`src/rtl/latch_byte_collector.sv`:
```
// latch_byte_collector
//   Samples the output of an upstream D latch each time its enable closes
//   (en falls) and assembles WIDTH such samples, first sample in bit 0, into
//   a word that is handed downstream through a one-entry valid/ready buffer.
//   A word that completes while the buffer is still full is dropped and
//   recorded in a sticky overrun flag.
//
// Ports
//   clk        in   system clock, all state changes on its rising edge
//   reset      in   asynchronous active-low reset
//   en         in   latch enable driven to the upstream latch (clk-synchronous)
//   q          in   upstream latch output, stable while en is low
//   clr        in   synchronous clear of the partial word and overrun
//   byte_ready in   downstream accepts byte_data when byte_valid is also high
//   byte_data  out  assembled word (registered)
//   byte_valid out  byte_data holds an unconsumed word (registered)
//   bit_count  out  bits held in the partial word, 0..WIDTH-1 (registered)
//   overrun    out  sticky: a completed word was dropped (registered)
module latch_byte_collector #(
  parameter int WIDTH = 8
) (
  input  logic                       clk,
  input  logic                       reset,
  input  logic                       en,
  input  logic                       q,
  input  logic                       clr,
  input  logic                       byte_ready,
  output logic [WIDTH-1:0]           byte_data,
  output logic                       byte_valid,
  output logic [$clog2(WIDTH+1)-1:0] bit_count,
  output logic                       overrun
);

  localparam int CW = $clog2(WIDTH+1);

  typedef enum logic {
    ST_IDLE  = 1'b0,
    ST_SHIFT = 1'b1
  } state_e;

  state_e           state_q;
  logic             en_q;
  // The partial word never holds more than WIDTH-1 bits; the WIDTH-th bit
  // is taken straight from q when the word completes.
  logic [WIDTH-2:0] sr_q;
  logic [CW-1:0]    cnt_q;
  logic [WIDTH-1:0] data_q;
  logic             valid_q;
  logic             ovr_q;

  logic             capture_s;
  logic             last_s;
  logic             load_s;
  logic             consume_s;
  logic [WIDTH-1:0] word_s;

  // Decode capture, completion and buffer handshake for the current cycle.
  always_comb begin
    capture_s = en_q & ~en;
    word_s    = {q, sr_q};
    consume_s = valid_q & byte_ready;
    if (state_q == ST_SHIFT) begin
      last_s = (cnt_q == CW'(WIDTH-1));
    end else begin
      last_s = 1'b0;
    end
    // A clr on the completing edge discards the word outright.
    if (capture_s && last_s && !clr) begin
      load_s = ~valid_q | byte_ready;
    end else begin
      load_s = 1'b0;
    end
  end

  // Collector FSM, shift register, output buffer and overrun flag.
  always_ff @(posedge clk or negedge reset) begin
    if (!reset) begin
      state_q <= ST_IDLE;
      en_q    <= 1'b0;
      sr_q    <= '0;
      cnt_q   <= '0;
      data_q  <= '0;
      valid_q <= 1'b0;
      ovr_q   <= 1'b0;
    end else begin
      en_q <= en;

      if (clr) begin
        state_q <= ST_IDLE;
        sr_q    <= '0;
        cnt_q   <= '0;
        ovr_q   <= 1'b0;
      end else if (capture_s) begin
        case (state_q)
          ST_IDLE: begin
            // WIDTH >= 2, so the first bit can never complete a word.
            state_q <= ST_SHIFT;
            sr_q    <= word_s[WIDTH-1:1];
            cnt_q   <= CW'(1);
          end
          ST_SHIFT: begin
            if (last_s) begin
              state_q <= ST_IDLE;
              sr_q    <= '0;
              cnt_q   <= '0;
              if (!load_s) begin
                ovr_q <= 1'b1;
              end else begin
                ovr_q <= ovr_q;
              end
            end else begin
              state_q <= ST_SHIFT;
              sr_q    <= word_s[WIDTH-1:1];
              cnt_q   <= cnt_q + CW'(1);
            end
          end
          default: begin
            state_q <= ST_IDLE;
            sr_q    <= '0;
            cnt_q   <= '0;
          end
        endcase
      end else begin
        state_q <= state_q;
        sr_q    <= sr_q;
        cnt_q   <= cnt_q;
      end

      // Output buffer: a completing word wins over a plain consumption.
      if (load_s) begin
        data_q  <= word_s;
        valid_q <= 1'b1;
      end else if (consume_s) begin
        valid_q <= 1'b0;
      end else begin
        valid_q <= valid_q;
      end
    end
  end

  assign byte_data  = data_q;
  assign byte_valid = valid_q;
  assign bit_count  = cnt_q;
  assign overrun    = ovr_q;

endmodule

```
`config.mk`:
```
export PLATFORM = sky130hd
export DESIGN_NAME = latch_byte_collector
export DESIGN_NICKNAME = d
export VERILOG_FILES = /design/src/rtl/latch_byte_collector.sv
export SDC_FILE = /design/constraint.sdc
export NUM_CORES = 1
export LEC_CHECK = 0
export ABC_AREA = 1
export CORE_MARGIN = 5
export CORE_UTILIZATION = 49
export DETAILED_ROUTE_END_ITERATION = 8
export PLACE_DENSITY_LB_ADDON = 0.25
export REMOVE_ABC_BUFFERS = 1
export SYNTH_ARGS = -nofsm -noshare
export SYNTH_HDL_FRONTEND = slang
export SYNTH_SLANG_ARGS = --single-unit
export TNS_END_PERCENT = 30
```
`constraint.sdc`:
```
create_clock -name clk -period 1.65 [get_ports clk]
set_clock_uncertainty 0.2 [all_clocks]
set_input_delay 0.2475 -clock clk [delete_from_list [all_inputs] [get_ports clk]]
set_output_delay 0.2475 -clock clk [all_outputs]
set_load 0.005 [all_outputs]
```
==> results of run 1 <==
==> path summary, 6_finish.rpt <==
path / to / cells past startpoint / from
max: bit_count[0] / 2 / bit_count[0]
min: byte_data[3] / 2 / reset
max reg2reg: byte_data[1] / 8 / bit_count[0]
min reg2reg: byte_data[3] / 2 / byte_data[3]
max in group asynchronous: bit_count[1] / 2 / reset
min in group clk: en_q / 1 / en
==> power by group through the flow <==
stage | clock network [mW] | logic [mW] | registers (mW)
2_1_floorplan | 0 | 0.0279 | 0.587
5_1_grt | 0.286 | 0.0897 | 0.577
4_1_cts | 0.259 | 0.0804 | 0.575
3_3_place_gp | 0 | 0.0764 | 0.587
6_report | 0.249 | 0.0803 | 0.575
3_5_place_dp | 0 | 0.0782 | 0.587
==> cells in the final DEF (no fill, tap or decap), drive strengths merged <==
master,count
dfrtp,23
nand2,21
inv,17
o21ai,11
dlymetal6s2s,10
buf,10
o22ai,8
clkdlybuf4s50,5
dlygate4sd2,4
clkbuf,4
nor2,4
nand3,3
nand4,2
o31ai,1
a21o,1
a211oi,1
a21oi,1
ha,1
==> worst max-delay path, cell delays in order (launching register included) <==
cell and delay [ps]:
dfrtp_1 400, buf_4 150, dlygate4sd2_1 260
==> flip-flops by register name, indices dropped and copies added, names as in the netlist <==
| signal | cells |
|---|---|
| overrun | 1 |
| byte_valid | 1 |
| bit_count | 4 |
| byte_data | 8 |
| sr_q | 7 |
| en_q | 1 |
| state_q | 1 |
==> metal layers <==
metal  track usage  part of all wire  vias to the layer above
li1              -                 -                      380
met1        0.1873              0.43                      353
met2        0.2008              0.50                       12
met3       0.02949             0.048                        4
met4       0.08097             0.019                        0
met5             0                 0                        -
==> area by class of cell <==
type	instances	area, um^2	share of cell area
sequential	23	575.6	0.4291
inverter	17	63.81	0.04757
tap	27	33.78	0.02519
timing repair buffer	29	297.8	0.2220
clock buffer	4	26.28	0.01959
multi-input combinational	54	344.1	0.2565
==> per-stage QoR <==
step,power [mW],setup TNS [ps],utilization
after global routing,0.9527,0,0.6907
after global placement,0.6630,-508.8,0.6514
after floorplan,0.6154,0,-
after detailed placement,0.6648,-690.6,0.6514
final,0.9047,0,0.6907
after CTS,0.9141,0,0.6701
==> cell families after synthesis <==
kind of cell             share of synthesized area
buffers and inverters                      0.08302
adder cells (fa/ha/maj)                    0.01258
AO/OA/AOI/OAI                               0.1635
AND/OR/NAND/NOR                             0.1623
flip-flops                                  0.5786
==> repair_timing <==
item	in CTS	in global routing
setup buffers	2	1
setup endpoints to repair	4	20
pin swaps	0	0
gates resized for setup	4	14
==> reports/qor.txt, run 1 <==
Final Max Slew Viols: 0
post-route worst setup slack: 98.25 ps
most frequent cell after synthesis: dfrtp_1
DP Area: 0.001265 mm^2
Gate power share: 0.089
clock-pin slew on the worst setup and hold paths: 120 ps
Syn Area/Cell: 10.36 um^2
synth top area cells: dfrtp_1 58%, o21ai_2 7.0%, nand2_1 6.8%, inv_1 6.0%, o22ai_1 5.0%
dpl ws: -57.04 ps
Synth area leader: dfrtp_1
flops & latches, synth: 23
WL final: 1857 um
TritonCTS buffer count: 3
core outline area: 0.001942 mm^2
DRC viols: 0
status: complete, no violations
Crit Path Class: reg2out
initial drt markers: 8
CP max FO: 5
pwr/cell area: 674.5 mW/mm^2
share of cells above drive strength 1: 0.2441
Post-synth ARST share: 1.000
VDD IR max: 0.5139 mV
Die X: 55.06 um
Worst R2R Setup Slack: 130 ps
clk_lat worst skew: 300 ps
antenna-violating nets left: 0
Routability Congestion: 0.8496
final worst-path cycle share: 0.9405
row cnt: 16
Worst Setup End Kind: primary output
unrepaired setup endpoints after global routing: no
worst-margin pin slew: 285.4 ps
EDFF count, synth: 0
vias per inst: 4.864
synth cell count leaders: 23 x dfrtp_1, 18 x nand2_1, 16 x inv_1
initial core utilization: 0.5122
register area share after synthesis: 0.5786
Int Power: 0.7000 mW
routed vias: 749
Most used DFF post-synth: dfrtp_1
vias in the first global route: 677
first-pass GRT wire length: 2904 um
gr usage total: 0.1377
final cell count without fillers: 154
worst hold path type: in2async
gr ovfl total: 0
Layout area overhead: 34.84%
CTS H-Tree Depth: 1
Root Driver: clkbuf_4
antenna violations before repair: 0
Ys Warns: 0
max_slew headroom: 0.8098
WHS: 74.17 ps
Final Hold Viols: 0
Max-Cap Viols: 0
Synth top area share: 0.5786
Total Die Area: 0.003031 mm^2
layout filler cell count: 161
DRT Pass-1 Iters: 4
hold buffer count at cts: 0
largest net degree at the start of global routing: 24
diode count: 0
Net Sw Frac: 0.2263
clock share of power: 0.275
post-synth cell types: 22
placed insts: 147
IO buf count: 19
FMAX: 0.6444 GHz
Clock Tree Buf Depth: 2
nets: 135
Startpoint Class: flop
# IOs: 20
switching power: 0.2047 mW
register share of total power: 0.636
required time of the critical path: 1200 ps
Chip Height: 55.06 um
DR WL/cell: 12.06 um
CTS tree: done
post-DP HPWL: 1323 um
setup violators final: 0
post-layout min period: 1552 ps
Static Leak: 0.8082 nW
Syn Inst Count: 96
CTS sink cnt: 23
Design Area, Final: 0.001341 mm^2
Crit path arrival time: 1100 ps
synthesized cell area: 994.7 um^2
No activity file was read; power rests on OpenSTA's default activity.
==> run 2, diff against run 1 <==
--- a/config.mk
+++ b/config.mk
@@ -6,6 +6,7 @@
 export NUM_CORES = 1
 export LEC_CHECK = 0
 export ABC_AREA = 1
+export CAP_MARGIN = 20
 export CORE_MARGIN = 5
 export CORE_UTILIZATION = 49
 export DETAILED_ROUTE_END_ITERATION = 8
@@ -14,4 +15,3 @@
 export SYNTH_ARGS = -nofsm -noshare
 export SYNTH_HDL_FRONTEND = slang
 export SYNTH_SLANG_ARGS = --single-unit
-export TNS_END_PERCENT = 30
==> run 2 against run 1 <==
  * Critical path depth decreased by 1
  * Clock-buffer cell count unchanged
  * Sequential share of layout area decreased by 1.5 points
  * Clock power about the same
  * Highest routed layer unchanged
  * Fmax decreased by 4.1%
  * Setup slack got worse by 66 ps
  * Cell count increased by 4.5%
  * Sequential cell count unchanged
  * Via count increased by 4.0%
==> reports/qor.txt, run 2 (synthesis results as in run 1) <==
status: complete, no violations
IO buf count: 19 (unchanged)
final cell count without fillers: 161 (+4.5%)
CTS H-Tree Depth: 1 (unchanged)
Final Hold Viols: 0 (unchanged)
first-pass GRT wire length: 2994 um (+3.1%)
slowest stage delay, CP: 500 ps (+100 ps)
Fin Setup TNS: 0 ps (unchanged)
Crit path arrival time: 1170 ps (+70 ps)
worst reg2reg path endpoint: byte_data[1]
WHS: 73.25 ps (-0.9145 ps)
# IOs: 20 (unchanged)
Layout area overhead: 39.87%
diode count: 0 (unchanged)
Reg2Reg Launch Point: bit_count[3]
post-route worst setup slack: 32.40 ps (-65.86 ps)
Die X: 55.06 um (unchanged)
Int Power: 0.7002 mW (about the same)
DRC viols: 0 (unchanged)
antenna-violating nets left: 0 (unchanged)
Total Die Area: 0.003031 mm^2 (unchanged)
hold buffer count at cts: 0 (unchanged)
Routability Congestion: 0.8496 (unchanged)
clk_lat worst skew: 300 ps (about the same)
Static Leak: 0.7991 nW (-1.1%)
most common cell after layout, fill and taps aside: dfrtp_1
nets: 142 (+5.2%)
post-DP HPWL: 1323 um (unchanged)
switching power: 0.2061 mW (+0.67%)
met3 GRT Util: 0.02681 (-0.002681)
max reg flops: 8 (unchanged)
fin util: 0.7165 (+0.02577)
CTS tree: done
worst path cell trace: clkdlybuf4s50_1
Design Area, Final: 0.001391 mm^2 (+3.7%)
max_slew headroom: 0.8108 (+0.001012)
post-layout min period: 1618 ps (+65.86 ps)
vias in the first global route: 701 (+3.5%)
largest net degree at the start of global routing: 24 (unchanged)
Max-Cap Viols: 0 (unchanged)
DR WL/cell: 12.21 um (+1.3%)
grt met2 use: 0.2106 (+0.009843)
Crit-path slowest cell: clkdlybuf4s50_1
vias per inst: 4.839 (-0.52%)
WL final: 1966 um (+5.9%)
Net Sw Frac: 0.2274 (+0.001116)
Crit path buffers/inverters: 1 (-1)
worst-margin pin slew: 283.8 ps (-1.518 ps)
Clock Tree Buf Depth: 2 (unchanged)
routed vias: 779 (+4.0%)
worst hold path type: in2async
initial drt markers: 8 (unchanged)
Crit Path Class: reg2out
required time of the critical path: 1200 ps (about the same)
Final Max Slew Viols: 0 (unchanged)
Levels on crit path: 1 (-1)
Root Driver: clkbuf_4
initial core utilization: 0.5122 (unchanged)
final worst-path cycle share: 0.9804 (+0.03991)
DRT Pass-1 Iters: 4 (unchanged)
Gate power share: 0.089 (about the same)
share of cells above drive strength 1: 0.2836 (+0.03949)
DP Area: 0.001265 mm^2 (unchanged)
grt peak-use layer: met2
register share of total power: 0.635 (about the same)
setup violators final: 0 (unchanged)
CP delay by family, top: buffers and inverters
highest-count cells in the layout ignoring fill and taps: 23 x dfrtp_1, 17 x nand2_1, 16 x buf_4
Startpoint Class: flop
pwr/cell area: 651.3 mW/mm^2 (-3.4%)
CP max FO: 2 (-3)
Worst R2R Setup Slack: 120 ps (about the same)
gr usage total: 0.1416 (+0.003982)
core outline area: 0.001942 mm^2 (unchanged)
gr ovfl total: 0 (unchanged)
antenna violations before repair: 0 (unchanged)
placed insts: 147 (unchanged)
VDD IR max: 0.5158 mV (+0.37%)
clock share of power: 0.276 (about the same)
FMAX: 0.6182 GHz (-4.1%)
clock-pin slew on the worst setup and hold paths: 120 ps (about the same)
total chip power: 0.9062 mW (+0.17%)
dpl ws: -57.04 ps (unchanged)
TritonCTS buffer count: 3 (unchanged)
reg2reg path depth: 7 (-1)
Worst Setup End Kind: primary output
CTS sink cnt: 23 (unchanged)
row cnt: 16 (unchanged)
GR Util met1: 0.1907 (+0.003436)
Chip Height: 55.06 um (unchanged)
==> run 2: what timing repair did <==
action                                  CTS  global route
setup buffers                             4             6
resized for setup                         2            12
gates cloned                              0             0
endpoints found under the setup margin    4            22
==> run 2: cell type report <==
cell class	count	area (um^2)
well taps	27	33.78
clock buffers	4	26.28
fillers	150	550.5
multi-input cells	54	344.1
flip-flops and latches	23	575.6
repair buffers	36	347.8
inverters	17	63.81
==> run 2: how the worst max path moves through the flow <==
stage / slack (ps) / to / from
final: 30 / bit_count[3] / bit_count[3]
after global routing: -10 / byte_data[0] / byte_data[0]
after CTS: 7 / byte_data[6] / byte_data[6]
after detailed placement: -60 / sr_q[6] / clr
after global placement: -60 / sr_q[5] / clr
after floorplan: 140 / byte_data[0] / bit_count[0]
==> run 2: worst reg2reg max path: stages (launching register included) <==
cell and delay, ps:
dfrtp_1 400, buf_4 140, buf_4 140, nor2_4 140
nand4_4 120, buf_12 170, nand2_1 70, o21ai_2 50
==> run 2: layer usage <==
layer,wire length [um],vias to the layer above
li1,-,390
met1,840,365
met2,980,20
met3,110,4
met4,35,0
met5,0,-
==> run 2: power groups by stage <==
stage / clock (mW) / sequential [mW] / combinational (mW)
6_report: 0.250 / 0.575 / 0.0811
2_1_floorplan: 0 / 0.587 / 0.0279
4_1_cts: 0.259 / 0.575 / 0.0806
5_1_grt: 0.288 / 0.577 / 0.0903
3_5_place_dp: 0 / 0.587 / 0.0782
3_3_place_gp: 0 / 0.587 / 0.0764
